--- config.mk ---
export PLATFORM = sky130hd
export DESIGN_NAME = alu_arbiter
export DESIGN_NICKNAME = d
export VERILOG_FILES = /design/src/rtl/alu_arb_pkg.sv /design/src/rtl/alu.sv /design/src/rtl/alu_arb_rr.sv /design/src/rtl/alu_arbiter.sv
export SDC_FILE = /design/constraint.sdc
export NUM_CORES = 1
export LEC_CHECK = 0
export BUFFER_PORTS_ARGS = -buffer_cell sky130_fd_sc_hd__buf_2
export CAP_MARGIN = 20
export CORE_MARGIN = 1
export CORE_UTILIZATION = 53
export CTS_CLUSTER_SIZE = 10
export DETAILED_ROUTE_END_ITERATION = 8
export GPL_TIMING_DRIVEN = 1
export PLACE_DENSITY = 0.82
export SETUP_SLACK_MARGIN = 0.15
export SLEW_MARGIN = 25
export SYNTH_ARGS = -nofsm -noshare
export SYNTH_HDL_FRONTEND = slang
export SYNTH_SLANG_ARGS = --single-unit
--- constraint.sdc ---
create_clock -name clk -period 6.25 [get_ports clk]
set_clock_uncertainty 0.2 [all_clocks]
set_input_delay 0.625 -clock clk [delete_from_list [all_inputs] [get_ports clk]]
set_output_delay 0.625 -clock clk [all_outputs]
set_load 0.01 [all_outputs]
--- src/rtl/alu_arb_pkg.sv ---
// Shared types for the two-requester ALU arbiter: FSM state encoding,
// requester ids and the latched-operation record.
package alu_arb_pkg;

    localparam int DATA_W = 8;
    localparam int SEL_W  = 4;

    typedef enum logic [1:0] {
        ST_IDLE = 2'b00,
        ST_EXEC = 2'b01,
        ST_RESP = 2'b10
    } arb_state_t;

    typedef logic req_id_t;

    localparam req_id_t REQ0 = 1'b0;
    localparam req_id_t REQ1 = 1'b1;

    typedef struct packed {
        logic [DATA_W-1:0] a;
        logic [DATA_W-1:0] b;
        logic              cin;
        logic [SEL_W-1:0]  sel;
    } alu_op_t;

    function automatic logic [1:0] id_to_onehot(input req_id_t id);
        return (id == REQ1) ? 2'b10 : 2'b01;
    endfunction

endpackage

--- src/rtl/alu.sv ---
// 8-bit ALU: S[3:2] picks arithmetic / logic / shift / move, S[1:0] the variant.
// Arithmetic ripples a carry bit by bit; z flags an all-zero result.
module alu
    import alu_arb_pkg::*;
(
    output logic [DATA_W-1:0] D,
    output logic              C_out,
    output logic              z,
    input  logic [DATA_W-1:0] A,
    input  logic [DATA_W-1:0] B,
    input  logic              C_in,
    input  logic [SEL_W-1:0]  S
);

    logic [DATA_W-1:0] b_eff;
    logic [DATA_W-1:0] sum;
    logic              add_c;
    logic [DATA_W-1:0] logic_d;
    logic [DATA_W-1:0] shift_d;
    logic              shift_c;
    logic [DATA_W-1:0] move_d;

    // Second adder operand: B, ~B (subtract), 0 (increment), all-ones (decrement).
    always_comb begin
        b_eff = B;
        case (S[1:0])
            2'b00:   b_eff = B;
            2'b01:   b_eff = ~B;
            2'b10:   b_eff = '0;
            default: b_eff = '1;
        endcase
    end

    always_comb begin : ripple
        logic c;
        sum = '0;
        c   = C_in;
        // NOTE: blocking assignments are required here; the carry must ripple
        // through each bit within a single evaluation of this block.
        for (int i = 0; i < DATA_W; i++) begin
            sum[i] = A[i] ^ b_eff[i] ^ c;
            c      = (A[i] & b_eff[i]) | (c & (A[i] ^ b_eff[i]));
        end
        add_c = c;
    end

    always_comb begin
        logic_d = '0;
        case (S[1:0])
            2'b00:   logic_d = A & B;
            2'b01:   logic_d = A | B;
            2'b10:   logic_d = A ^ B;
            default: logic_d = ~A;
        endcase
    end

    // Shifts and rotates; C_in feeds the vacated bit of plain shifts.
    always_comb begin
        shift_d = '0;
        shift_c = 1'b0;
        case (S[1:0])
            2'b00: begin
                shift_d = {A[DATA_W-2:0], C_in};
                shift_c = A[DATA_W-1];
            end
            2'b01: begin
                shift_d = {C_in, A[DATA_W-1:1]};
                shift_c = A[0];
            end
            2'b10: begin
                shift_d = {A[DATA_W-2:0], A[DATA_W-1]};
                shift_c = A[DATA_W-1];
            end
            default: begin
                shift_d = {A[0], A[DATA_W-1:1]};
                shift_c = A[0];
            end
        endcase
    end

    always_comb begin
        move_d = '0;
        case (S[1:0])
            2'b00:   move_d = A;
            2'b01:   move_d = B;
            2'b10:   move_d = {A[3:0], A[7:4]};
            default: move_d = '0;
        endcase
    end

    always_comb begin
        D     = '0;
        C_out = 1'b0;
        case (S[3:2])
            2'b00: begin
                D     = sum;
                C_out = add_c;
            end
            2'b01:   D = logic_d;
            2'b10: begin
                D     = shift_d;
                C_out = shift_c;
            end
            default: D = move_d;
        endcase
    end

    assign z = ~|D;

endmodule

--- src/rtl/alu_arb_rr.sv ---
// Two-input round-robin picker: a lone valid wins outright; on a tie the
// requester not granted last time wins.
module alu_arb_rr
    import alu_arb_pkg::*;
(
    input  logic       valid0,
    input  logic       valid1,
    input  req_id_t    last_grant,
    output logic [1:0] grant,
    output req_id_t    winner
);

    always_comb begin
        // NOTE: every output gets a default first so no path leaves it
        // unassigned, which would otherwise infer a latch.
        grant  = 2'b00;
        winner = REQ0;
        if (valid0 && valid1) begin
            winner = (last_grant == REQ0) ? REQ1 : REQ0;
        end else if (valid1) begin
            winner = REQ1;
        end
        if (valid0 || valid1) begin
            grant = id_to_onehot(winner);
        end
    end

endmodule

--- src/rtl/alu_arbiter.sv ---
// Shares one ALU between two valid/ready requesters: IDLE -> EXEC -> RESP.
// Optional per-requester completion counters under `define ALU_ARB_STATS_EN.
module alu_arbiter
    import alu_arb_pkg::*;
#(
    parameter int CNT_W = 16
) (
    input  logic              clk,
    input  logic              rst_n,
    input  logic              req0_valid,
    input  logic              req1_valid,
    output logic              req0_ready,
    output logic              req1_ready,
    input  logic [DATA_W-1:0] req0_a,
    input  logic [DATA_W-1:0] req0_b,
    input  logic [DATA_W-1:0] req1_a,
    input  logic [DATA_W-1:0] req1_b,
    input  logic              req0_cin,
    input  logic              req1_cin,
    input  logic [SEL_W-1:0]  req0_sel,
    input  logic [SEL_W-1:0]  req1_sel,
    output logic              rsp0_valid,
    output logic              rsp1_valid,
    output logic [DATA_W-1:0] rsp_d,
    output logic              rsp_cout,
    output logic              rsp_z,
    output logic              busy,
    output logic [CNT_W-1:0]  op_cnt0,
    output logic [CNT_W-1:0]  op_cnt1
);

    arb_state_t        state;
    req_id_t           last_grant;
    req_id_t           cur_id;
    alu_op_t           op_q;
    alu_op_t           win_op;
    logic [1:0]        grant;
    req_id_t           winner;
    logic              xfer;
    logic [DATA_W-1:0] alu_d;
    logic              alu_cout;
    logic              alu_z;

    alu_arb_rr u_rr (
        .valid0     (req0_valid),
        .valid1     (req1_valid),
        .last_grant (last_grant),
        .grant      (grant),
        .winner     (winner)
    );

    // Ready is offered only while idle, and only to the arbitration winner.
    assign req0_ready = (state == ST_IDLE) && grant[0];
    assign req1_ready = (state == ST_IDLE) && grant[1];
    assign xfer       = (req0_ready && req0_valid) || (req1_ready && req1_valid);

    assign win_op = (winner == REQ1) ? {req1_a, req1_b, req1_cin, req1_sel}
                                     : {req0_a, req0_b, req0_cin, req0_sel};

    alu u_alu (alu_d, alu_cout, alu_z, op_q.a, op_q.b, op_q.cin, op_q.sel);

    always_ff @(posedge clk or negedge rst_n) begin
        if (!rst_n) begin
            state      <= ST_IDLE;
            last_grant <= REQ1;
            cur_id     <= REQ0;
            // NOTE: the operand register is reset as well, so the ALU never
            // sees unknown inputs even though its result is not used in IDLE.
            op_q       <= '0;
            rsp0_valid <= 1'b0;
            rsp1_valid <= 1'b0;
            rsp_d      <= '0;
            rsp_cout   <= 1'b0;
            rsp_z      <= 1'b0;
            busy       <= 1'b0;
        end else begin
            rsp0_valid <= 1'b0;
            rsp1_valid <= 1'b0;
            unique case (state)
                ST_IDLE: begin
                    if (xfer) begin
                        op_q       <= win_op;
                        cur_id     <= winner;
                        last_grant <= winner;
                        busy       <= 1'b1;
                        state      <= ST_EXEC;
                    end
                end
                ST_EXEC: begin
                    // ALU has had the whole cycle to settle on op_q.
                    rsp_d      <= alu_d;
                    rsp_cout   <= alu_cout;
                    rsp_z      <= alu_z;
                    rsp0_valid <= (cur_id == REQ0);
                    rsp1_valid <= (cur_id == REQ1);
                    state      <= ST_RESP;
                end
                ST_RESP: begin
                    busy  <= 1'b0;
                    state <= ST_IDLE;
                end
                default: begin
                    busy  <= 1'b0;
                    state <= ST_IDLE;
                end
            endcase
        end
    end

`ifdef ALU_ARB_STATS_EN
    logic [CNT_W-1:0] cnt0_q;
    logic [CNT_W-1:0] cnt1_q;

    // Saturating completion counters, bumped as the RESP cycle closes.
    always_ff @(posedge clk or negedge rst_n) begin
        if (!rst_n) begin
            cnt0_q <= '0;
            cnt1_q <= '0;
        end else if (state == ST_RESP) begin
            if (cur_id == REQ0 && cnt0_q != {CNT_W{1'b1}}) begin
                cnt0_q <= cnt0_q + CNT_W'(1);
            end
            if (cur_id == REQ1 && cnt1_q != {CNT_W{1'b1}}) begin
                cnt1_q <= cnt1_q + CNT_W'(1);
            end
        end
    end

    assign op_cnt0 = cnt0_q;
    assign op_cnt1 = cnt1_q;
`else
    assign op_cnt0 = '0;
    assign op_cnt1 = '0;
`endif

endmodule

### After elaboration in Yosys (flattened, before gate mapping)

Index checks and enable logic that the tools add are counted.

* reductions and logical operators: 15
* multipliers: 0
* add/sub/neg operators: 0
* divide/modulo/power cells: 0
* equal/unequal tests: 6
* $lt $le $gt $ge: 0
* shift-type cells: 0
* bitwise gates (word level): 47
* multiplexer cells: 19

Operator list (count)
* $pmux 8 s3: 5
* $mux 21: 1
* $and 1x1->1: 16
* $not 8->8: 2
* $xor 1x1->1: 16
* $and 8x8->8: 1
* $or 1x1->1: 8
* $or 8x8->8: 1
* $reduce_or 8->1: 1
* $xor 8x8->8: 1
* $mux 1: 7
* $eq 2x1->1 const B: 3
* $logic_not 2->1: 3
* $mux 2: 3
* $logic_and 1x1->1: 5
* $eq 2x2->1 const B: 2
* $pmux 1 s2: 2
* $pmux 2 s2: 1
* $reduce_and 2->1: 2
* $logic_or 1x1->1: 2
* $ne 2x2->1 const B: 1
* $not 1->1: 2
* $reduce_or 2->1: 1
* $logic_not 1->1: 1

* bits in latches: 0
* bits in registers: 38
* memories: 0
* ROM bits: 0
* output and inout bits: 47
* input port bits: 46
* bits in writable memories: 0
* logic and storage cells: 100

### Longest topological paths before layout

Gate-level depths: netlist of the first run.

* depth in word-level cells: 21
* gate-level depth with buffers: 21
* mapped depth without buffers: 19

### Modules after synthesis

From an unflattened synthesis of the first run, not the netlist that was laid out.

* cells, all modules: 306
* area total of the unflattened synthesis: 3345.7 um^2

By module, submodules not included
* alu_arbiter: instances 1, sequential area each 952.2 um^2, area an instance 1928.1 um^2, cells an instance 141
* alu: instances 1, sequential area each 0.0 um^2, area an instance 1391.3 um^2, cells an instance 161
* alu_arb_rr: instances 1, sequential area each 0.0 um^2, area an instance 26.3 um^2, cells an instance 4

### Worst setup path after synthesis of the first run

No wires, ideal clock.

* kind: flip-flop to flip-flop
* start point: register op_q[0] (netlist bit)
* end point: register rsp_z
* arrival: 4762 ps
* buffers on the path: 4
* cell stages (with the launch flop): 22
* path slack: 1185 ps
* clock period less this slack: 5065 ps
* library setup time: 104 ps
* required time: 5946 ps
* path through: dfrtp_1 -> buf_4 -> buf_2 -> buf_2 -> buf_2 -> xnor2_1 -> fa_1 -> fa_1 -> inv_1 -> fa_1 -> fa_1 -> inv_1 -> fa_1 -> inv_1 -> fa_1 -> inv_1 -> fa_1 -> fa_1 -> a221oi_1 -> a21o_1 -> nand4b_1 -> o41ai_2

* word-level cells in the longest chain between the ends: 21
* elaborated cells on any way between the ends: 47
* classes of those cells: 2 x eq/ne; 5 x mux; 37 x bitwise; 3 x reduce/logical

RTL lines
* start, declared: line alu_arbiter.sv:35 `alu_op_t op_q;`
* start signal, assigned: line alu_arbiter.sv:82 `op_q <= win_op;`
* $eq 2x2->1, or another cell as far along
* $pmux 8 s3: line alu.sv:26 `case (S[1:0])`
* $xor 1x1->1: line alu.sv:41, alu.sv:42
* $and 1x1->1: line alu.sv:42 `c = (A[i] & b_eff[i]) | (c & (A[i] ^ b_eff[i]));`
* $or 1x1->1: line alu.sv:42
* $and 1x1->1: line alu.sv:42
* $or 1x1->1: line alu.sv:42
* $and 1x1->1: line alu.sv:42
* [... 5 more ...]
* $and 1x1->1: line alu.sv:42
* $or 1x1->1: line alu.sv:42
* $and 1x1->1: line alu.sv:42
* $or 1x1->1: line alu.sv:42
* $xor 1x1->1: line alu.sv:41 `sum[i] = A[i] ^ b_eff[i] ^ c;`
* $pmux 8 s3 (*): line alu.sv:94 `case (S[3:2])`
* $reduce_or 8->1 (*): line alu.sv:108 `assign z = ~|D;`
* $logic_not 1->1 (*): line alu.sv:108
* end signal, assigned: line alu_arbiter.sv:93 `rsp_z <= alu_z;`
* end, declared: line alu_arbiter.sv:26 `output logic rsp_z,`

Every way passes the cells marked *; elsewhere a longest branch is shown, timed or not.
A chain may end at the register's enable or synchronous reset.

### Worst setup path after layout of the first run

* start point: register op_q[1] (netlist bit)
* end point: register rsp_z

The elaborated chain is that of the path after synthesis.

==> run_results.csv, run 1 <==
group,metric,value,unit
worst_setup_path,path_class,"reg -> reg",
yosys,syn_area,3140,um2
yosys,ys_warn_count,0,
detailed_routing,viasPerCell,5.20,
worst_setup_path,critPathCaptureType,"flip-flop",
grt,grt_pass1_wl,11000,um
cts,cts_resized,0,
detailed_routing,wire_per_inst,13.7,um
timing,timing.setup.tns,0,ns
timing,finalHoldViolCount,0,
min_path,hp-class,"in -> async",
worst_setup_path,r2r-end,"rsp_z$_DFFE_PN0N_",
worst_setup_path,worstPathArrival,4.77,ns
power,peakVddDrop,0.409,mV
floorplanning,start_util,0.559,
timing,drv_slew,0,
timing,fmax,0.210,GHz
detailed_routing,drtPass1Iterations,4,
floorplanning,rows,27,
outcome,status,"completed",
worst_setup_path,r2r_cells,19,
cts,ctsHoldBuffers,0,
layout,layout.nets,475,
floorplanning,io_pins,93,
detailed_routing,drtIter0Drc,144,
worst_setup_path,path_max_fanout,8,
floorplanning,die_x,78.9,um
place,place_congestion,0.888,
detailed_routing,postRouteAntennaNets,0,
layout,post-route-cell-area,3430,um2
floorplanning,die_y,78.9,um
cts,clock-sinks,38,
worst_setup_path,reg2reg_slack,1.48,ns
layout,final_cells,478,
grt,antenna_found_initial,0,
detailed_routing,routed_wl,6560,um
power,power_density,564,nW/um2
timing,relSlewSlack,0.432,
yosys,avgSynthCellArea,8.78,um2
cts,htreeDepth,2,
cts,clockBufferDepth,2,
detailed_routing,drc_errors,0,
cts,clock_latency,0.29,ns
grt,grt_overflow,0,
yosys,synthArstFlopShare,1.00,
yosys,ys.flop_type,"dfrtp_1",
job,drv_cap,0,
grt,grt_pass1_vias,2310,
cts,cts_tree,"done",
worst_setup_path,start_kind,"flip-flop",
worst_setup_path,required,6.25,ns
floorplanning,core,5610,um2
power,power,0.00193,W
cts,clkSlewWorstSetupHoldPaths,0.08,ns
timing,rsz0062_at_grt,"false",
grt,grt_max_degree,56,
timing,period_needed,4.77,ns
place,placed_area,3340,um2
yosys,synth-edff-count,0,
place,dp_hpwl,5050,um
yosys,synth_cell_types,45,
floorplanning,die-area,6230,um2
place,port_buffers,60,
yosys,synth_cells,357,
grt,track_usage,0.227,
layout,drive_gt1_frac,0.212,
layout,area_growth_syn_to_layout,9.30,%
yosys,synth-seq-area-share,0.304,
power,p_leak,1.72,nW
cts,cts-root-buf,"clkbuf_8",
cts,postCtsSetupRepairBufs,0,
worst_setup_path,timing.rr.start,"op_q[1]$_DFFE_PN0P_",
yosys,ys_seq_elements,38,
place,post-place-cells,470,
timing,tightest_slew,0.852,ns
cts,cts_buffers,5,
timing,timing.final.crit_share,0.763,
timing,setup_viol,0,
layout,num_antenna_cells,0,
detailed_routing,dr_total_vias,2486,
-- flip-flops by register name, indices dropped and copies added (netlist names) --
name        count
busy            1
cur_id          1
last_grant      1
op_q           21
rsp0_valid      1
rsp1_valid      1
rsp_cout        1
rsp_d           8
rsp_z           1
state           2
-- per-layer routing --
metal / global-route usage / wire length [um]
met1: 0.307 / 2900
met2: 0.387 / 3240
met5: 0 / 0
met4: 0.0491 / 40
met3: 0.0322 / 376
-- how the worst max path moves through the flow --
stage	startpoint	endpoint	slack (ns)
finish	op_q[1]$_DFFE_PN0P_	rsp_z$_DFFE_PN0N_	1.48
global route	op_q[1]$_DFFE_PN0P_	rsp_z$_DFFE_PN0N_	1.18
CTS	op_q[1]$_DFFE_PN0P_	rsp_z$_DFFE_PN0N_	1.46
detailed placement	op_q[1]$_DFFE_PN0P_	rsp_z$_DFFE_PN0N_	1.49
global placement	op_q[1]$_DFFE_PN0P_	rsp_z$_DFFE_PN0N_	1.59
floorplan	op_q[0]$_DFFE_PN0P_	rsp_z$_DFFE_PN0N_	1.18
-- where the power goes --
part | internal (W) | switching [W]
combinational | 0.000527 | 0.000686
sequential | 0.000368 | 0.000174
clock | 0.0000891 | 0.0000884
total | 0.000984 | 0.000948
-- Yosys cell counts (4+ instances only) --
library cell   n  area share
nor2_1        18       0.022
a21oi_1       15       0.024
buf_4         34       0.081
o21ai_0       36       0.057
mux2i_1       29       0.093
ha_1          16       0.064
a21o_1         4      0.0096
nand2_1       47       0.056
fa_1           8       0.051
o211ai_1       5       0.012
a211o_1        4       0.011
xnor2_1        8       0.022
nand2b_1       4      0.0080
mux2_2         5       0.018
inv_1         27       0.032
dfrtp_1       37        0.30
buf_2         12       0.019
clkbuf_1       7      0.0084
-- area by class of cell --
class	instances	area, um2
Inverter	29	109
Clock inverter	1	5.00
Tap cell	72	90.1
Timing Repair Buffer	64	330
Fill cell	504	2180
Multi-Input combinational cell	267	1850
Sequential cell	38	953
Clock buffer	7	86.3
-- cell usage in the layout, fill, tap and decap left out, drive strengths merged, types with 2 or more instances in the layout --
master | synthesis | layout
a21o | 4 | 4
nand3 | 3 | 3
o211ai | 5 | 5
inv | 29 | 29
a221oi | 2 | 2
nand3b | 2 | 2
nor2b | 3 | 3
o21a | 2 | 2
a311oi | 3 | 3
a21oi | 15 | 15
clkbuf | 7 | 7
mux4 | 2 | 2
a211o | 4 | 4
mux2 | 5 | 5
dfrtp | 37 | 37
nor2 | 18 | 18
buf | 47 | 64
xnor2 | 8 | 8
ha | 16 | 16
and2 | 2 | 2
nand2 | 47 | 47
o31ai | 2 | 2
o21ai | 38 | 38
nand2b | 4 | 4
conb | 1 | 32
fa | 8 | 8
mux2i | 29 | 29
-- logic make-up after synthesis --
kind of cell,synth area share
compound gates,0.174
buf+inv,0.145
mux,0.125
simple gates,0.115
other cells,0.00120
flops,0.304
xor+xnor,0.0223
fa+ha+maj,0.115
-- critical path, cell delays in order (launching register included) --
cell and delay [ns]:
dfrtp_1 0.39, inv_2 0.12, nand2_1 0.08, xnor2_1 0.14, fa_1 0.40, fa_1 0.40, inv_1 0.09, fa_1 0.20
fa_1 0.17, inv_1 0.05, fa_1 0.35, inv_1 0.07, fa_1 0.16, inv_1 0.05, fa_1 0.37, fa_1 0.44
a221oi_1 0.39, a21o_1 0.17, nand4b_1 0.11, o41ai_2 0.33
-- through the flow --
stage	hold slack, ns	worst slack, ns	util
after detailed placement	0.240	1.49	0.595
after floorplan	0.129	1.18	-
after global routing	0.286	1.18	0.611
after CTS	0.250	1.46	0.611
final	0.242	1.48	0.611
after global placement	0.239	1.59	0.595
Power figures use the tool's default switching activity.
==> run 2: changes to the inputs <==
==> constraint.sdc (replaced) <==
create_clock -name clk -period 4.79 [get_ports clk]
set_clock_uncertainty 0.2 [all_clocks]
set_input_delay 0.479 -clock clk [delete_from_list [all_inputs] [get_ports clk]]
set_output_delay 0.479 -clock clk [all_outputs]
set_load 0.01 [all_outputs]
==> run_results.csv, run 2 (synthesis results as in run 1) <==
group,metric,value,unit
cts,clock_latency,0.30,ns
grt,met2_usage,0.414,
timing,rsz0062_at_grt,"true",
worst_setup_path,required,4.78,ns
worst_setup_path,path_class,"reg -> reg",
timing,finalHoldViolCount,0,
detailed_routing,routed_wl,6960,um
grt,grt_pass1_vias,2491,
cts,clock-sinks,38,
floorplanning,io_pins,93,
detailed_routing,drc_errors,0,
worst_setup_path,path_max_fanout,2,
timing,fmax,0.218,GHz
detailed_routing,postRouteAntennaNets,0,
detailed_routing,drtPass1Iterations,4,
layout,nFillCells,470,
timing,timing.final.crit_share,0.957,
grt,grt_pass1_wl,11800,um
timing,timing.setup.tns,0,ns
worst_setup_path,reg2reg_slack,0.21,ns
worst_setup_path,start_kind,"flip-flop",
timing,whs,0.0869,ns
timing,drv_slew,0,
floorplanning,die_y,78.9,um
timing,relSlewSlack,0.416,
floorplanning,die-area,6230,um2
layout,multi_input_area,1890,um2
power,p_switching,0.00131,W
worst_setup_path,timing.rr.start,"op_q[1]$_DFFE_PN0P_",
power,p_leak,1.76,nW
outcome,status,"completed",
timing,setup_viol,0,
cts,clkSlewWorstSetupHoldPaths,0.08,ns
worst_setup_path,worstPathArrival,4.57,ns
cts,clockBufferDepth,2,
grt,antenna_found_initial,0,
grt,grtUsageMet3,0.0356,
worst_setup_path,r2r_cells,19,
floorplanning,core,5610,um2
cts,cts-root-buf,"clkbuf_8",
layout,regMostFlops,"op_q",
power,peakVddDrop,0.473,mV
timing,tightest_slew,0.876,ns
layout,largest_register_ffs,21,
min_path,hp-class,"in -> async",
layout,drive_gt1_frac,0.258,
layout,fin_util,0.630,
cts,htreeDepth,2,
detailed_routing,dr_total_vias,2611,
layout,area_growth_syn_to_layout,12.7,%
power,internal-power,0.00145,W
detailed_routing,drtIter0Drc,233,
power,p_seq_frac,0.260,
layout,regArea,953,um2
grt,grt_max_degree,48,
power,power_density,781,nW/um2
layout,reg_top3,"op_q (21), rsp_d (8), state (2)",
power,p_comb_frac,0.637,
floorplanning,rows,27,
grt,grt_use_met1,0.313,
power,sw_frac_of_total,0.475,
cts,cts_tree,"done",
layout,layout_common_cells,"buf_2, nand2_1, dfrtp_1",
cts,ctsHoldBuffers,0,
layout,num_antenna_cells,0,
detailed_routing,wire_per_inst,14.4,um
place,port_buffers,60,
detailed_routing,viasPerCell,5.41,
grt,track_usage,0.246,
worst_setup_path,critPathCaptureType,"flip-flop",
job,drv_cap,0,
worst_setup_path,r2r-end,"rsp_z$_DFFE_PN0N_",
power,p_clk_frac,0.103,
layout,final_common_cell,"buf_2",
grt,busiest_layer,"met2",
timing,period_needed,4.58,ns
grt,grt_overflow,0,
cts,cts_buffers,5,
layout,layout.nets,480,
floorplanning,die_x,78.9,um
place,dp_hpwl,5170,um
floorplanning,start_util,0.559,
place,place_congestion,0.951,
-- run 2: cell types whose count changed in the layout (fill, tap and decap cells not counted), moves of 4 or more --
cell	change
buf_4	+4
inv_1	-4
fa_2	+7
fa_1	-7
inv_2	+4
-- run 2: per-stage QoR --
stage	power, W	cells	cell area, um2	worst slack, ns
final	0.00276	483	3530	0.208
after global placement	0.00227	471	3370	0.337
after global routing	0.00303	483	3530	0.0601
after CTS	0.00267	482	3510	0.166
after detailed placement	0.00233	471	3370	0.136
after floorplan	0.00196	388	3300	0.134
-- run 2: routing by layer --
metal / wire (um) / share of wire
met1: 2920 / 0.42
met2: 3340 / 0.48
met3: 412 / 0.059
met4: 284 / 0.041
met5: 0 / 0
-- run 2: cell type report --
type | instances | share of cell area
Sequential cell | 38 | 0.270
Clock buffer | 7 | 0.0244
Multi-Input combinational cell | 267 | 0.536
Tap cell | 72 | 0.0255
Timing Repair Buffer | 69 | 0.105
Clock inverter | 1 | 0.00850
Inverter | 29 | 0.0308
-- run 2: critical path, cell delays in order, from the launching register on --
cell and delay [ns]:
dfrtp_1 0.40, inv_2 0.08, nand2_2 0.06, xnor2_2 0.14, fa_2 0.36, fa_2 0.35, inv_2 0.08, fa_2 0.21
fa_2 0.20, inv_2 0.04, fa_2 0.32, inv_2 0.06, fa_2 0.18, inv_2 0.04, fa_2 0.33, fa_1 0.46
a221oi_2 0.35, a21o_1 0.16, nand4b_1 0.12, o41ai_2 0.36
-- run 2: power groups by stage --
stage	Clock (W)	Combinational, W	Sequential [W]
6_report	0.000284	0.00176	0.000717
5_1_grt	0.000303	0.00199	0.000742
4_1_cts	0.000287	0.00167	0.000710
3_5_place_dp	0	0.00162	0.000717
3_3_place_gp	0	0.00156	0.000706
2_1_floorplan	0	0.00133	0.000630
-- run 2: worst max path at each step --
stage	start	endpoint	slack, ns	cells after the start
after floorplan	op_q[0]$_DFFE_PN0P_	rsp_z$_DFFE_PN0N_	0.13	21
after global placement	op_q[1]$_DFFE_PN0P_	rsp_z$_DFFE_PN0N_	0.34	19
after detailed placement	op_q[1]$_DFFE_PN0P_	rsp_z$_DFFE_PN0N_	0.14	19
after CTS	op_q[1]$_DFFE_PN0P_	rsp_z$_DFFE_PN0N_	0.17	19
after global routing	op_q[1]$_DFFE_PN0P_	rsp_z$_DFFE_PN0N_	0.06	19
final	op_q[1]$_DFFE_PN0P_	rsp_z$_DFFE_PN0N_	0.21	19
-- run 2: repair_timing --
item	4_1_cts	5_1_grt
gates resized for setup	0	11
buffers inserted	3	1
setup endpoints to repair	1	2
pin swaps	2	3
gates cloned	0	0
